==> config.mk <==
export PLATFORM = sky130hd
export DESIGN_NAME = program_loader
export DESIGN_NICKNAME = d
export VERILOG_FILES = /design/src/rtl/program_loader_pkg.sv /design/src/rtl/program_loader_word_assembler.sv /design/src/rtl/program_loader.sv
export SDC_FILE = /design/constraint.sdc
export NUM_CORES = 1
export LEC_CHECK = 0
export CELL_PAD_IN_SITES_DETAIL_PLACEMENT = 0
export CELL_PAD_IN_SITES_GLOBAL_PLACEMENT = 1
export CORE_MARGIN = 1.5
export CORE_UTILIZATION = 42
export DETAILED_ROUTE_END_ITERATION = 10
export HOLD_SLACK_MARGIN = 0.12
export PLACE_DENSITY_LB_ADDON = 0.2
export SYNTH_ARGS = -nofsm -noshare
export SYNTH_HDL_FRONTEND = slang
export SYNTH_SLANG_ARGS = --single-unit
==> constraint.sdc <==
create_clock -name clk -period 3.45 [get_ports clk]
set_input_delay 0.8625 -clock clk [delete_from_list [all_inputs] [get_ports clk]]
set_output_delay 0.8625 -clock clk [all_outputs]
set_load 0.005 [all_outputs]
==> src/rtl/program_loader_pkg.sv <==
// program_loader_pkg
// Shared definitions for the boot-time program loader: the FSM state
// encoding, image framing constants and the byte-accepting state decode.
package program_loader_pkg;

  typedef enum logic [3:0] {
    IDLE,
    HDR0,
    HDR1,
    B0,
    B1,
    B2,
    CHK,
    RELEASE,
    INIT,
    DONE,
    ERROR
  } state_t;

  // Bytes per instruction word and per header (little-endian word count).
  localparam int unsigned INSTR_BYTES = 3;
  localparam int unsigned HDR_BYTES   = 2;

  // States in which the loader takes a stream byte every cycle it is offered.
  function automatic logic accepts_byte(input state_t s);
    return s inside {HDR0, HDR1, B0, B1, B2, CHK};
  endfunction

endpackage

==> src/rtl/program_loader_word_assembler.sv <==
// loader_word_assembler
// Collects the three bytes of one instruction word, checks that the unused
// high bits of the last byte are zero, and issues a registered one-cycle
// instruction-memory write the cycle after the last byte is accepted.
// Ports:
//   clk, rst        clock, synchronous active-low reset
//   i_data          stream byte
//   i_take_b0/1/2   byte i_data is accepted as b0 / b1 / b2 this cycle
//   i_addr          word index to write at
//   o_fmt_ok        i_data is a legal b2 (bits above the word width are zero)
//   o_we/o_addr/o_wdata  registered memory write port
module loader_word_assembler
  import program_loader_pkg::*;
#(
  parameter int unsigned ADDR_W  = 12,
  parameter int unsigned INSTR_W = 19
) (
  input  logic               clk,
  input  logic               rst,
  input  logic [7:0]         i_data,
  input  logic               i_take_b0,
  input  logic               i_take_b1,
  input  logic               i_take_b2,
  input  logic [ADDR_W-1:0]  i_addr,
  output logic               o_fmt_ok,
  output logic               o_we,
  output logic [ADDR_W-1:0]  o_addr,
  output logic [INSTR_W-1:0] o_wdata
);

  // Number of meaningful bits carried by the last byte of a word.
  localparam int unsigned B2_BITS = INSTR_W - 8 * (INSTR_BYTES - 1);

  logic [7:0]         r_b0;
  logic [7:0]         r_b1;
  logic               r_we;
  logic [ADDR_W-1:0]  r_addr;
  logic [INSTR_W-1:0] r_wdata;
  logic               w_fmt_ok;

  assign w_fmt_ok = (i_data[7:B2_BITS] == '0);

  always_ff @(posedge clk) begin
    if (!rst) begin
      r_b0    <= '0;
      r_b1    <= '0;
      r_we    <= 1'b0;
      r_addr  <= '0;
      r_wdata <= '0;
    end else begin
      r_we <= 1'b0;
      if (i_take_b0) r_b0 <= i_data;
      if (i_take_b1) r_b1 <= i_data;
      if (i_take_b2 && w_fmt_ok) begin
        r_we    <= 1'b1;
        r_addr  <= i_addr;
        r_wdata <= {i_data[B2_BITS-1:0], r_b1, r_b0};
      end
    end
  end

  assign o_fmt_ok = w_fmt_ok;
  assign o_we     = r_we;
  assign o_addr   = r_addr;
  assign o_wdata  = r_wdata;

endmodule

==> src/rtl/program_loader.sv <==
// program_loader
// Boot-time loader in front of the core. Receives a program image as a byte
// stream (count_lo, count_hi, N x {b0,b1,b2}, xor checksum), writes each
// 19-bit word to instruction memory, then releases the core from reset and
// pulses init. Malformed images leave the core held and raise err.
// Ports:
//   clk, rst               clock, synchronous active-low reset
//   start                  begin a load (honoured in IDLE, DONE, ERROR)
//   s_data/s_valid/s_ready byte stream handshake
//   im_we/im_addr/im_wdata instruction-memory write port
//   core_rst, core_init    core hold-in-reset and one-cycle init pulse
//   busy, done, err        load status (err sticky until next start)
//   words_loaded           number of words written by the current load
module program_loader
  import program_loader_pkg::*;
#(
  parameter int unsigned ADDR_W  = 12,
  parameter int unsigned INSTR_W = 19
) (
  input  logic               clk,
  input  logic               rst,
  input  logic               start,
  input  logic [7:0]         s_data,
  input  logic               s_valid,
  output logic               s_ready,
  output logic               im_we,
  output logic [ADDR_W-1:0]  im_addr,
  output logic [INSTR_W-1:0] im_wdata,
  output logic               core_rst,
  output logic               core_init,
  output logic               busy,
  output logic               done,
  output logic               err,
  output logic [ADDR_W:0]    words_loaded
);

  localparam int unsigned N_W = 8 * HDR_BYTES;

  state_t           r_state;
  logic [7:0]       r_lo;
  logic [N_W-1:0]   r_count;
  logic [7:0]       r_chk;
  logic [ADDR_W:0]  r_index;
  logic [ADDR_W:0]  r_words;
  logic             r_core_rst;
  logic             r_core_init;
  logic             r_busy;
  logic             r_done;
  logic             r_err;

  logic             w_ready;
  logic             w_xfer;
  logic [N_W-1:0]   w_n;
  logic             w_n_too_big;
  logic             w_more;
  logic             w_fmt_ok;

  assign w_ready     = accepts_byte(r_state);
  assign w_xfer      = s_valid && w_ready;
  assign w_n         = {s_data, r_lo};
  assign w_n_too_big = 32'(w_n) > (32'd1 << ADDR_W);
  assign w_more      = (32'(r_index) + 32'd1) < 32'(r_count);

  always_ff @(posedge clk) begin
    if (!rst) begin
      r_state     <= IDLE;
      r_lo        <= '0;
      r_count     <= '0;
      r_chk       <= '0;
      r_index     <= '0;
      r_words     <= '0;
      r_core_rst  <= 1'b1;
      r_core_init <= 1'b0;
      r_busy      <= 1'b0;
      r_done      <= 1'b0;
      r_err       <= 1'b0;
    end else begin
      r_core_init <= 1'b0;
      // The checksum covers every byte before the checksum byte itself.
      if (w_xfer && r_state != CHK) r_chk <= r_chk ^ s_data;
      case (r_state)
        IDLE, DONE, ERROR: begin
          if (start) begin
            r_state    <= HDR0;
            r_busy     <= 1'b1;
            r_core_rst <= 1'b1;
            r_done     <= 1'b0;
            r_err      <= 1'b0;
            r_chk      <= '0;
            r_index    <= '0;
            r_words    <= '0;
          end
        end
        HDR0: begin
          if (w_xfer) begin
            r_lo    <= s_data;
            r_state <= HDR1;
          end
        end
        HDR1: begin
          if (w_xfer) begin
            r_count <= w_n;
            if (w_n_too_big) begin
              r_state <= ERROR;
              r_busy  <= 1'b0;
              r_err   <= 1'b1;
            end else if (w_n == '0) begin
              r_state <= CHK;
            end else begin
              r_state <= B0;
            end
          end
        end
        B0: if (w_xfer) r_state <= B1;
        B1: if (w_xfer) r_state <= B2;
        B2: begin
          if (w_xfer) begin
            if (!w_fmt_ok) begin
              r_state <= ERROR;
              r_busy  <= 1'b0;
              r_err   <= 1'b1;
            end else begin
              // The assembler captures the pre-increment index for im_addr.
              r_index <= r_index + (ADDR_W + 1)'(1);
              r_words <= r_words + (ADDR_W + 1)'(1);
              r_state <= w_more ? B0 : CHK;
            end
          end
        end
        CHK: begin
          if (w_xfer) begin
            if (s_data == r_chk) begin
              r_state    <= RELEASE;
              r_core_rst <= 1'b0;
            end else begin
              r_state <= ERROR;
              r_busy  <= 1'b0;
              r_err   <= 1'b1;
            end
          end
        end
        RELEASE: begin
          r_state     <= INIT;
          r_core_init <= 1'b1;
        end
        INIT: begin
          r_state <= DONE;
          r_busy  <= 1'b0;
          r_done  <= 1'b1;
        end
        default: r_state <= IDLE;
      endcase
    end
  end

  loader_word_assembler #(
    .ADDR_W  (ADDR_W),
    .INSTR_W (INSTR_W)
  ) u_asm (
    .clk       (clk),
    .rst       (rst),
    .i_data    (s_data),
    .i_take_b0 (w_xfer && r_state == B0),
    .i_take_b1 (w_xfer && r_state == B1),
    .i_take_b2 (w_xfer && r_state == B2),
    .i_addr    (r_index[ADDR_W-1:0]),
    .o_fmt_ok  (w_fmt_ok),
    .o_we      (im_we),
    .o_addr    (im_addr),
    .o_wdata   (im_wdata)
  );

  assign s_ready      = w_ready;
  assign core_rst     = r_core_rst;
  assign core_init    = r_core_init;
  assign busy         = r_busy;
  assign done         = r_done;
  assign err          = r_err;
  assign words_loaded = r_words;

endmodule

Yosys cells after proc, flatten, opt, wreduce, memory -nomap -nowiden. Cells that the tools add are included.

$add $sub $neg: 3. Order comparisons: 2. Equal/unequal tests: 24. Mux-type cells: 45. Bitwise operators: 1. Reduce and logical (&&, ||, !) cells: 24.

Operators by type and width (number): 13-bit 2-to-1 mux (5); 13-bit one-hot mux with 2 select lines (2); 4-bit 2-to-1 mux (10); 4-bit one-hot mux with 9 select lines (1); 13-bit by 1-bit adder with 13-bit output, second input constant (2); 8-bit 2-to-1 mux (3); 2-bit inequality test, second input constant (10); 1-bit 2-to-1 mux (18); 4-bit by 3-bit == test with 1-bit output, second input constant (4); 16-bit by 13-bit greater-than comparator with 1-bit output, second input constant (1); 16-bit zero test (1); 14-bit by 16-bit less-than comparator with 1-bit output (1); 8-bit AND reduction (2); 13-bit by 1-bit adder with 14-bit output, second input constant (1); 4-bit == test, second input constant (3); 4-bit by 2-bit == test with 1-bit output, second input constant (2); 8-bit == test (1); 4-bit AND reduction (2); 8-bit bitwise XOR (1); 7-bit AND reduction (1); 1-bit logical AND (6); 3-bit 2-to-1 mux (2); 2-bit AND reduction (3); 2-bit nonzero test (3); 12 further kinds (14).

Register bits: 115. Input port bits: 12. Output and inout port bits: 51. Word-level logic and storage cells: 115.

Logic depth before layout (Yosys ltp). Gate-level depths: netlist (run 1).

Depth after elaboration: 7. Gate-level depth with buffers: 13. Mapped depth without buffers: 13.

Hierarchy. From an unflattened synthesis (run 1), not the netlist that was laid out.

Cell total of the unflattened synthesis: 645. Area total of the unflattened synthesis: 5649.2 sq um.

Modules (own cells, without submodules): program_loader (instances 1, cells an instance 453, area each 3738.6 sq um, seq. area each 1341.3 sq um); loader_word_assembler (instances 1, cells an instance 192, area each 1910.6 sq um, seq. area each 960.9 sq um).

Worst setup path before layout (run 1). No wires, ideal clock.

Kind: input -> register. Start point: input s_data[5]. End point: register r_words[9], in the netlist words_loaded[9]. Setup time: 127 ps. Arrival: 2354 ps. Data required time: 3323 ps. Slack: 968 ps. Stages on the path: 7. Path buffers: 1. Path through: or3_4 -> or4_4 -> o21ai_4 -> buf_6 -> nand3_2 -> xor2_1 -> nor2_1.

Longest elaborated chain between the ends: 3.

RTL lines: start: declaration (line program_loader.sv:23) `input logic [7:0] s_data,`; 5-bit zero test (line program_loader_word_assembler.sv:41) `assign w_fmt_ok = (i_data[7:B2_BITS] == '0);`; 2-bit by 1-bit inequality test with 1-bit output (no line); 4-bit AND reduction (no line); end signal: assignment (line program_loader.sv:125) `r_words <= r_words + (ADDR_W + 1)'(1);`; end: declaration (line program_loader.sv:44) `logic [ADDR_W:0] r_words;`.

No other way between the ends. A chain may end at the register's enable or synchronous reset.

Final worst setup path (run 1).
Start point: register r_index[2]. End point: register r_state[0].

Longest elaborated chain between the ends: 6.

RTL lines: start: declaration (line program_loader.sv:43) `logic [ADDR_W:0] r_index;`; start signal: assignment (line program_loader.sv:124) `r_index <= r_index + (ADDR_W + 1)'(1);`; 13-bit by 1-bit adder with 14-bit output (line program_loader.sv:62) `assign w_more = (32'(r_index) + 32'd1) < 32'(r_count);`; 14-bit by 16-bit less-than comparator with 1-bit output (line program_loader.sv:62); 3-bit 2-to-1 mux (line program_loader.sv:126) `r_state <= w_more ? B0 : CHK;`; 4-bit 2-to-1 mux (line program_loader.sv:118) `if (!w_fmt_ok) begin`; 4-bit 2-to-1 mux (line program_loader.sv:117) `if (w_xfer) begin`; 4-bit one-hot mux with 9 select lines (line program_loader.sv:81) `case (r_state)`; end signal: assignment (line program_loader.sv:126); end: declaration (line program_loader.sv:39) `state_t r_state;`.

No other way between the ends. The select of a mux whose other input is x is not followed.

==> results of run 1 <==
==> worst reg2reg max path, stage by stage (launching register included) <==
cell and delay (ns):
dfxtp_1 0.45, nand3_1 0.15, nor2_1 0.30, nand3_1 0.28, nor3_1 0.31, ha_1 0.26
nor2_1 0.06, nor4_1 0.35, nand3_1 0.13, o21ai_0 0.36, nor2_1 0.08, o221a_2 0.25
==> power groups by stage <==
stage	clock (mW)	combinational (mW)	sequential, mW
2_1_floorplan	0	0.596	1.49
3_3_place_gp	0	0.762	1.54
3_5_place_dp	0	0.773	1.55
4_1_cts	1.87	0.783	1.52
5_1_grt	1.93	0.864	1.53
6_report	1.84	0.781	1.52
==> logic make-up after synthesis <==
group           share of synthesized area, %
buf+inv                                 4.57
compound gates                          11.5
fa+ha+maj                               3.59
simple gates                            21.0
mux                                     8.46
xor+xnor                                6.86
flops                                   44.0
==> flip-flops by register name (all words and copies together) (netlist names), 8 cells and up <==
name	flops
r_chk	8
r_count	16
r_index	13
r_lo	8
u_asm.o_addr	12
u_asm.o_wdata	19
u_asm.r_b0	8
u_asm.r_b1	8
words_loaded	13
==> Yosys cell counts, types with 2 or more instances <==
master | number | area share, %
ha_1 | 15 | 3.6
a211oi_1 | 2 | 0.29
a31o_2 | 2 | 0.33
nor2_1 | 87 | 6.2
and3_1 | 8 | 0.96
xnor2_1 | 18 | 3.0
mux2i_1 | 42 | 8.0
a32oi_1 | 3 | 0.50
o22ai_1 | 2 | 0.24
inv_1 | 23 | 1.6
nor4_1 | 5 | 0.60
buf_1 | 2 | 0.14
buf_2 | 2 | 0.19
xor2_1 | 23 | 3.8
mux2_2 | 2 | 0.43
a22o_1 | 5 | 0.84
a21oi_1 | 47 | 4.5
buf_4 | 4 | 0.57
dfxtp_1 | 115 | 44
nor2b_1 | 4 | 0.48
clkbuf_1 | 24 | 1.7
o21ai_0 | 16 | 1.5
nand3_1 | 20 | 1.9
nand2_1 | 95 | 6.8
a21o_1 | 2 | 0.29
nand3_2 | 2 | 0.38
nor3_1 | 6 | 0.57
nand4_1 | 9 | 1.1
and4_1 | 2 | 0.33
a22oi_1 | 2 | 0.29
==> placed cells by master, fill, tap and decap left out, types with 3 or more instances in the layout <==
cell,synthesis,routed
bufinv_16,0,4
xnor2_1,18,18
inv_1,23,23
o21ai_0,16,16
nor2_1,87,87
a32oi_1,3,3
mux2i_1,42,42
dfxtp_1,115,115
and3_1,8,8
clkinvlp_4,0,6
a21oi_1,47,47
buf_4,4,13
clkdlybuf4s50_1,0,62
nand2_1,95,95
ha_1,15,15
nor4_1,5,5
nor3_1,6,6
nand3_1,20,20
xor2_1,23,23
a22o_1,5,5
nor2b_1,4,4
nand4_1,9,9
clkbuf_16,0,17
==> through the flow <==
| stage | instances | hold slack, ns | area [µm²] | setup WS (ns) | power [mW] |
|---|---|---|---|---|---|
| 2_1_floorplan | 617 | 0.432 | 5230 | 0.968 | 2.08 |
| 3_3_place_gp | 829 | 0.444 | 6050 | 0.222 | 2.31 |
| 3_5_place_dp | 829 | 0.446 | 6050 | 0.201 | 2.32 |
| 4_1_cts | 861 | 0.454 | 6680 | 0.376 | 4.18 |
| 5_1_grt | 861 | 0.468 | 6680 | 0.0119 | 4.33 |
| 6_report | 861 | 0.450 | 6680 | 0.358 | 4.14 |
==> final cells by class <==
class                           count  area share [%]
Clock buffer                       19            6.63
Clock inverter                     13            2.75
Inverter                           24            1.35
Multi-Input combinational cell    445            40.3
Sequential cell                   115            34.5
Tap cell                          168            3.15
Timing Repair Buffer               77            11.4
==> per-layer routing <==
layer,up-vias,part of all wire [%]
li1,2222,-
met1,2114,48
met2,90,47
met3,10,3.8
met4,0,0.93
met5,-,0
==> worst max path at each step <==
stage	from	end	slack [ns]	cells after the start
floorplan	s_data[5]	words_loaded[9]	0.97	7
global placement	s_data[5]	words_loaded[10]	0.22	7
detailed placement	s_data[5]	words_loaded[10]	0.20	7
CTS	r_index[2]	r_state[0]	0.38	11
global route	r_index[2]	r_state[0]	0.01	11
finish	r_index[2]	r_state[0]	0.36	11
==> impl_metrics.json, run 1 <==
{
  "status": "finished, final reports clean",
  "wl_per_cell_um": 14.7,
  "p_leak_nw": 2.72,
  "diodes": 0,
  "cp.required_ns": 3.75,
  "r2r_cells": 11,
  "multiInputGateArea_mm2": 0.00269,
  "ys.flop_type": "dfxtp_1",
  "cp-start-kind": "register",
  "hp-class": "reg -> reg",
  "drc": 0,
  "fp.dieH_um": 115,
  "start_util_pct": 43.4,
  "cts_made_buffers": 17,
  "die_area_mm2": 0.0131,
  "drt-initial-drc-count": 344,
  "worst_clock_skew_ns": 0.00580,
  "coreArea_mm2": 0.0121,
  "cts_tree": "built",
  "first_pass_iters": 5,
  "drive_gt1_share_pct": 8.66,
  "hold_violations": 0,
  "holdPathStages": 2,
  "synth_edf_count": 0,
  "clk_pin_slew_ns": 0.06,
  "grt_pass1_wl_um": 20800,
  "swShare_pct": 28.6,
  "syn_avg_cell_area_um2": 8.48,
  "grt_max_degree": 78,
  "worstSetupEndpointType": "register",
  "finalSetupViolCount": 0,
  "rrSetupSlack_ns": 0.36,
  "max_cap_violations": 0,
  "finalSetupTns_ns": 0,
  "dp_hpwl_um": 8630,
  "slew_viol_final": 0,
  "vias_per_cell": 5.15,
  "critical_path.top_delay_family": "simple AND/OR/NAND/NOR gates",
  "synth_warnings": 0,
  "io_buffers": 62,
  "postCtsHoldBufs": 0,
  "overflow": 0,
  "yosys_register_bits": 115,
  "rsz0062_at_grt": "no",
  "crit_type": "reg -> reg",
  "io_pins": 63,
  "finalWeightedCongestion": 0.845,
  "synthesis.nets": 644,
  "path_max_fanout": 6,
  "syn_area_mm2": 0.00523,
  "seq_area_mm2": 0.00230,
  "vdd_drop_max_uv": 408,
  "grtUsageMet2_pct": 32.1,
  "die_w_um": 115,
  "p_comb_share_pct": 18.9,
  "cts_buffer_depth": 2,
  "dr_total_vias": 4436,
  "grt_pass1_vias": 4088,
  "p_int_mw": 2.96,
  "num_rows": 40,
  "fin_crit_ns": 3.09,
  "hold_end": "u_asm.o_wdata[13]",
  "grt_usage_pct": 20.3,
  "clk_latency_ns": 0.41,
  "timing.fmax_ghz": 0.323,
  "grt_busiest_layer": "met2",
  "nFillCells": 1153,
  "use_met3_pct": 4.87,
  "clkPwrFrac_pct": 44.4,
  "critPathSlowestCell": "dfxtp_1",
  "r2r_start": "r_index[2]",
  "synthCells": 617,
  "antenna_left": 0,
  "crit_chain": "nand3_1 -> nor2_1 -> nand3_1 -> nor3_1 -> ha_1 -> nor2_1 -> nor4_1 -> nand3_1 -> o21ai_0 -> nor2_1 -> o221a_2",
  "wirelength_um": 12700,
  "async_reset_ff_share_pct": 0,
  "p_seq_share_pct": 36.7,
  "hp-start": "u_asm.r_b1[5]",
  "arrival_ns": 3.39,
  "synth_seq_area_share_pct": 44.0,
  "slew_headroom_pct": 54.5,
  "met1_usage_pct": 27.4,
  "r2r-end": "r_state[0]",
  "powerDensity_mw_per_mm2": 620,
  "slowest_delay_ns": 0.45,
  "power_switching_mw": 1.19,
  "clock_tree.root_cell": "clkbuf_16",
  "nets": 707,
  "h-tree-depth": 4,
  "area.growth.synth_to_final_pct": 27.6,
  "post-cts-setup-buffers": 0,
  "antenna_found_initial": 0,
  "synth_cell_types": 58,
  "worst_slew_pin_slew_ns": 0.681,
  "cts.sinks": 115,
  "timing.final.crit_share_pct": 89.6,
  "cts_resized": 0,
  "post-route-util_pct": 55.4,
  "crit_buf_inv": 0
}
No activity file was read; power rests on OpenSTA's default activity.
==> inputs of run 2 (changes only) <==
- CORE_MARGIN: 1.5 -> 3
==> run 2 against run 1 <==
Compared with the run above: sequential share of layout area is essentially flat; largest power group unchanged; critical endpoint is now s_ready; power fell by 1.3%; sequential cell count did not move.
==> impl_metrics.json, run 2 (same netlist as run 1, synthesis figures left out) <==
{
  "crit_buf_inv": 1,
  "grt_usage_pct": 19.0,
  "rrSetupSlack_ns": 0.53,
  "io_buffers": 62,
  "overflow": 0,
  "r2r-end": "r_state[0]",
  "worst_slew_pin_slew_ns": 0.775,
  "cts_buffer_depth": 2,
  "hp-class": "reg -> reg",
  "clk_latency_ns": 0.40,
  "drt-initial-drc-count": 251,
  "num_rows": 40,
  "powerDensity_mw_per_mm2": 612,
  "io_pins": 63,
  "finalSetupViolCount": 0,
  "cp.required_ns": 2.59,
  "slowest_delay_ns": 0.82,
  "finalSetupTns_ns": 0,
  "critical_path.top_delay_family": "flip-flops",
  "arrival_ns": 2.15,
  "place_ws_ns": 0.324,
  "h-tree-depth": 4,
  "clk_pin_slew_ns": 0.05,
  "cts_tree": "built",
  "cts_made_buffers": 17,
  "postCtsHoldBufs": 0,
  "final_common_cell": "dfxtp_1",
  "start_util_pct": 43.2,
  "hold_violations": 0,
  "nFillCells": 1142,
  "cts.sinks": 115,
  "critPathSlowestCell": "dfxtp_1",
  "timing.final.crit_share_pct": 87.4,
  "crit_type": "reg -> out",
  "die_w_um": 118,
  "finalWeightedCongestion": 0.811,
  "clock_tree.root_cell": "clkbuf_16",
  "vdd_drop_max_uv": 415,
  "path_max_fanout": 23,
  "wl_per_cell_um": 14.6,
  "mostFrequentLayoutCells": "115 x dfxtp_1, 95 x nand2_1, 87 x nor2_1",
  "timing.fmax_ghz": 0.331,
  "fin_area_mm2": 0.00668,
  "hp-start": "u_asm.o_addr[9]",
  "cts_resized": 0,
  "worst_clock_skew_ns": 0.00710,
  "antenna_found_initial": 0,
  "instances_no_fill": 865,
  "rsz0062_at_grt": "no",
  "max_cap_violations": 0,
  "crit_start": "r_state[0]",
  "worst_slack_ns": 0.433,
  "p_leak_nw": 2.73,
  "grt_max_degree": 74,
  "crit_chain": "or3_1 -> nand2_1 -> nor2_1 -> clkdlybuf4s50_1",
  "first_pass_iters": 4,
  "place_area_mm2": 0.00607,
  "drc": 0,
  "dp_hpwl_um": 8940,
  "status": "finished, final reports clean",
  "grt_pass1_wl_um": 21400,
  "worstSetupEndpointType": "output port",
  "largest_reg_flops": 19,
  "drive_gt1_share_pct": 9.33,
  "diodes": 0,
  "dr_total_vias": 4422,
  "nets": 711,
  "slew_headroom_pct": 48.3,
  "holdPathStages": 2,
  "antenna_left": 0,
  "cp-start-kind": "register",
  "fin_crit_ns": 3.02,
  "vias_per_cell": 5.11,
  "die_area_mm2": 0.0138,
  "coreArea_mm2": 0.0121,
  "slew_viol_final": 0,
  "area.growth.synth_to_final_pct": 27.7,
  "grt_pass1_vias": 4327,
  "wirelength_um": 12600,
  "dp_cells": 833,
  "hold_end": "u_asm.o_addr[9]",
  "post-cts-setup-buffers": 0,
  "r2r_start": "r_index[2]",
  "r2r_cells": 11,
  "fp.dieH_um": 118
}
run 2: cell types whose count changed in the layout (fill, tap and decap cells not counted), sizes merged:
cell    previous run  this run
clkinv             3         4
bufinv             4         3
buf               15        19
run 2: metrics by stage:
stage | total power, mW | utilization [%] | hold WS (ns)
5_1_grt | 4.31 | 55.2 | 0.473
6_report | 4.09 | 55.2 | 0.453
3_3_place_gp | 2.32 | 50.1 | 0.445
2_1_floorplan | 2.08 | - | 0.432
3_5_place_dp | 2.34 | 50.1 | 0.447
4_1_cts | 4.13 | 55.2 | 0.455
run 2: worst register-to-register path: stages (launching register included):
cell and delay (ns):
dfxtp_1 0.44, nand3_1 0.15, nor2_1 0.31, nand3_1 0.28, nor3_1 0.30, ha_1 0.23
nor2_1 0.05, nor4_1 0.31, nand3_1 0.11, o21ai_0 0.32, nor2_1 0.07, o221a_2 0.25
run 2: how the worst max path moves through the flow:
stage | to | slack [ns] | cells past startpoint
3_5_place_dp | words_loaded[11] | 0.32 | 8
6_report | s_ready | 0.43 | 4
2_1_floorplan | words_loaded[9] | 0.97 | 7
4_1_cts | s_ready | 0.40 | 4
3_3_place_gp | words_loaded[11] | 0.35 | 8
5_1_grt | r_state[0] | 0.18 | 11
run 2: where the power goes:
| group | internal [mW] | switching (mW) | total (mW) |
|---|---|---|---|
| combinational | 0.336 | 0.455 | 0.791 |
| clock | 1.17 | 0.612 | 1.78 |
| sequential | 1.41 | 0.111 | 1.52 |
run 2: cell type report:
| cell class | instances | area [µm²] | area share (%) |
|---|---|---|---|
| multi-input combinational | 445 | 2690 | 40.3 |
| sequential | 115 | 2300 | 34.5 |
| timing repair buffer | 81 | 776 | 11.6 |
| clock buffer | 19 | 453 | 6.78 |
| tap | 168 | 210 | 3.15 |
| clock inverter | 13 | 159 | 2.38 |
| inverter | 24 | 90.1 | 1.35 |
run 2: routing by layer:
layer	track usage, %	share of wire [%]	vias to the layer above
met5	0	0	-
met4	5.05	0.30	0
met3	5.67	4.9	2
met2	30.9	48	90
met1	24.7	47	2089
li1	-	-	2241
==> variant, RTL diff (config.mk and constraints of run 2) <==
`ADDR_W` is set to 12 in 2 places; all go to 11.
--- a/src/rtl/program_loader_word_assembler.sv
+++ b/src/rtl/program_loader_word_assembler.sv
@@ -14,3 +14,3 @@
 #(
-  parameter int unsigned ADDR_W  = 12,
+  parameter int unsigned ADDR_W  = 11,
   parameter int unsigned INSTR_W = 19
--- a/src/rtl/program_loader.sv
+++ b/src/rtl/program_loader.sv
@@ -16,3 +16,3 @@
 #(
-  parameter int unsigned ADDR_W  = 12,
+  parameter int unsigned ADDR_W  = 11,
   parameter int unsigned INSTR_W = 19
Interface: changed (resized im_addr and words_loaded); port bits go from 63 to 61. No check against the original RTL was run, so the function may have changed too.
==> variant against run 2 <==
- worst setup slack better by 0.12 ns
- sequential cell count is 3 lower
- wire length is 3.5% lower
- total power is 31% lower
- count of clock-buffer cells in the layout is 7 lower
- core utilization is 2.9 points lower
- critical endpoint unchanged
- area after synthesis is 2.4% higher
- via count is 4.5% lower
- cell area is 4.1% lower
- sequential power is 9.9% lower
==> variant: results (changes against run 2) <==
stage,metric,value,unit,change
sta,Fin Clk Skew,0.00496,ns,was 0.00710 ns
setup_path,WP data arrival,2.04,ns,was 2.15 ns
detailed_routing,Wirelength per Cell,14.6,microns,about the same
power_and_ir_drop,Clock power frac,36.1,%,was 43.5%
finish,final instance area,0.00641,sq mm,was 0.00668 sq mm
clocking,CTS Buf Count,9,,was 17
setup_path,Reg2Reg Setup Slack,0.69,ns,was 0.53 ns
power_and_ir_drop,Combinational Power Share,15.6,%,was 19.3%
status,status,"finished, final reports clean",,unchanged
placed_design,Port Buffers,60,,was 62
synthesis,Yosys cell types,56,,was 58
detailed_routing,met1 WL,6.00,mm,was 5.92 mm
clocking,htree depth,3,,was 4
global_routing,largest net degree at the start of global routing,65,,was 74
min_path,hold worst-path end,u_asm.o_addr[8],,was u_asm.o_addr[9]
detailed_routing,iteration-0 DRC count of the detailed router,212,,was 251
sta,Tmin final,2.90,ns,was 3.02 ns
sta,Slew headroom,50.3,%,was 48.3%
placed_design,Placer Congestion,0.859,,was 0.811
synthesis,top post-synthesis cells by count,"dfxtp_1 (112), nand2_1 (93), nor2_1 (50), nor2b_1 (46), mux2i_1 (41)",,"was dfxtp_1 (115), nand2_1 (95), nor2_1 (87), a21oi_1 (47), mux2i_1 (42)"
power_and_ir_drop,Worst VDD drop,209,uV,was 415 uV
placed_design,pre-CTS setup slack,0.540,ns,was 0.324 ns
clocking,clk_lat worst skew,0.35,ns,was 0.40 ns
synthesis,Post-Syn Instances,614,,was 617
detailed_routing,routed wire length,12.2,mm,was 12.6 mm
setup_path,Reg2Reg Depth,12,,was 11
global_routing,met3 Use GR,3.75,%,was 5.67%
[variant: logic make-up after synthesis]
family	after synthesis	synth area share [%]
simple gates	260	24.1
flops	112	41.8
compound gates	93	12.2
buf+inv	57	4.95
mux	41	7.65
xor+xnor	37	6.04
fa+ha+maj	14	3.27
[variant: layout make-up]
class | count | share of cell area, %
clock inverter | 4 | 0.566
multi-input combinational | 445 | 44.5
timing repair buffer | 79 | 11.7
tap | 168 | 3.28
clock buffer | 12 | 4.00
inverter | 16 | 0.937
sequential | 112 | 35.0
[variant: worst max-delay path, stage by stage, from the launching register on]
cell	delay, ns
dfxtp_1	0.38
buf_4	0.28
nor3_1	0.11
a211oi_2	0.36
clkdlybuf4s50_1	0.57
[variant: worst max path at each step]
stage / from / end / cells past startpoint
2_1_floorplan: s_data[4] / words_loaded[2] / 9
3_3_place_gp: s_data[3] / err / 7
3_5_place_dp: s_data[0] / err / 7
4_1_cts: r_state[2] / s_ready / 4
5_1_grt: r_index[2] / r_state[2] / 12
6_report: r_state[2] / s_ready / 4
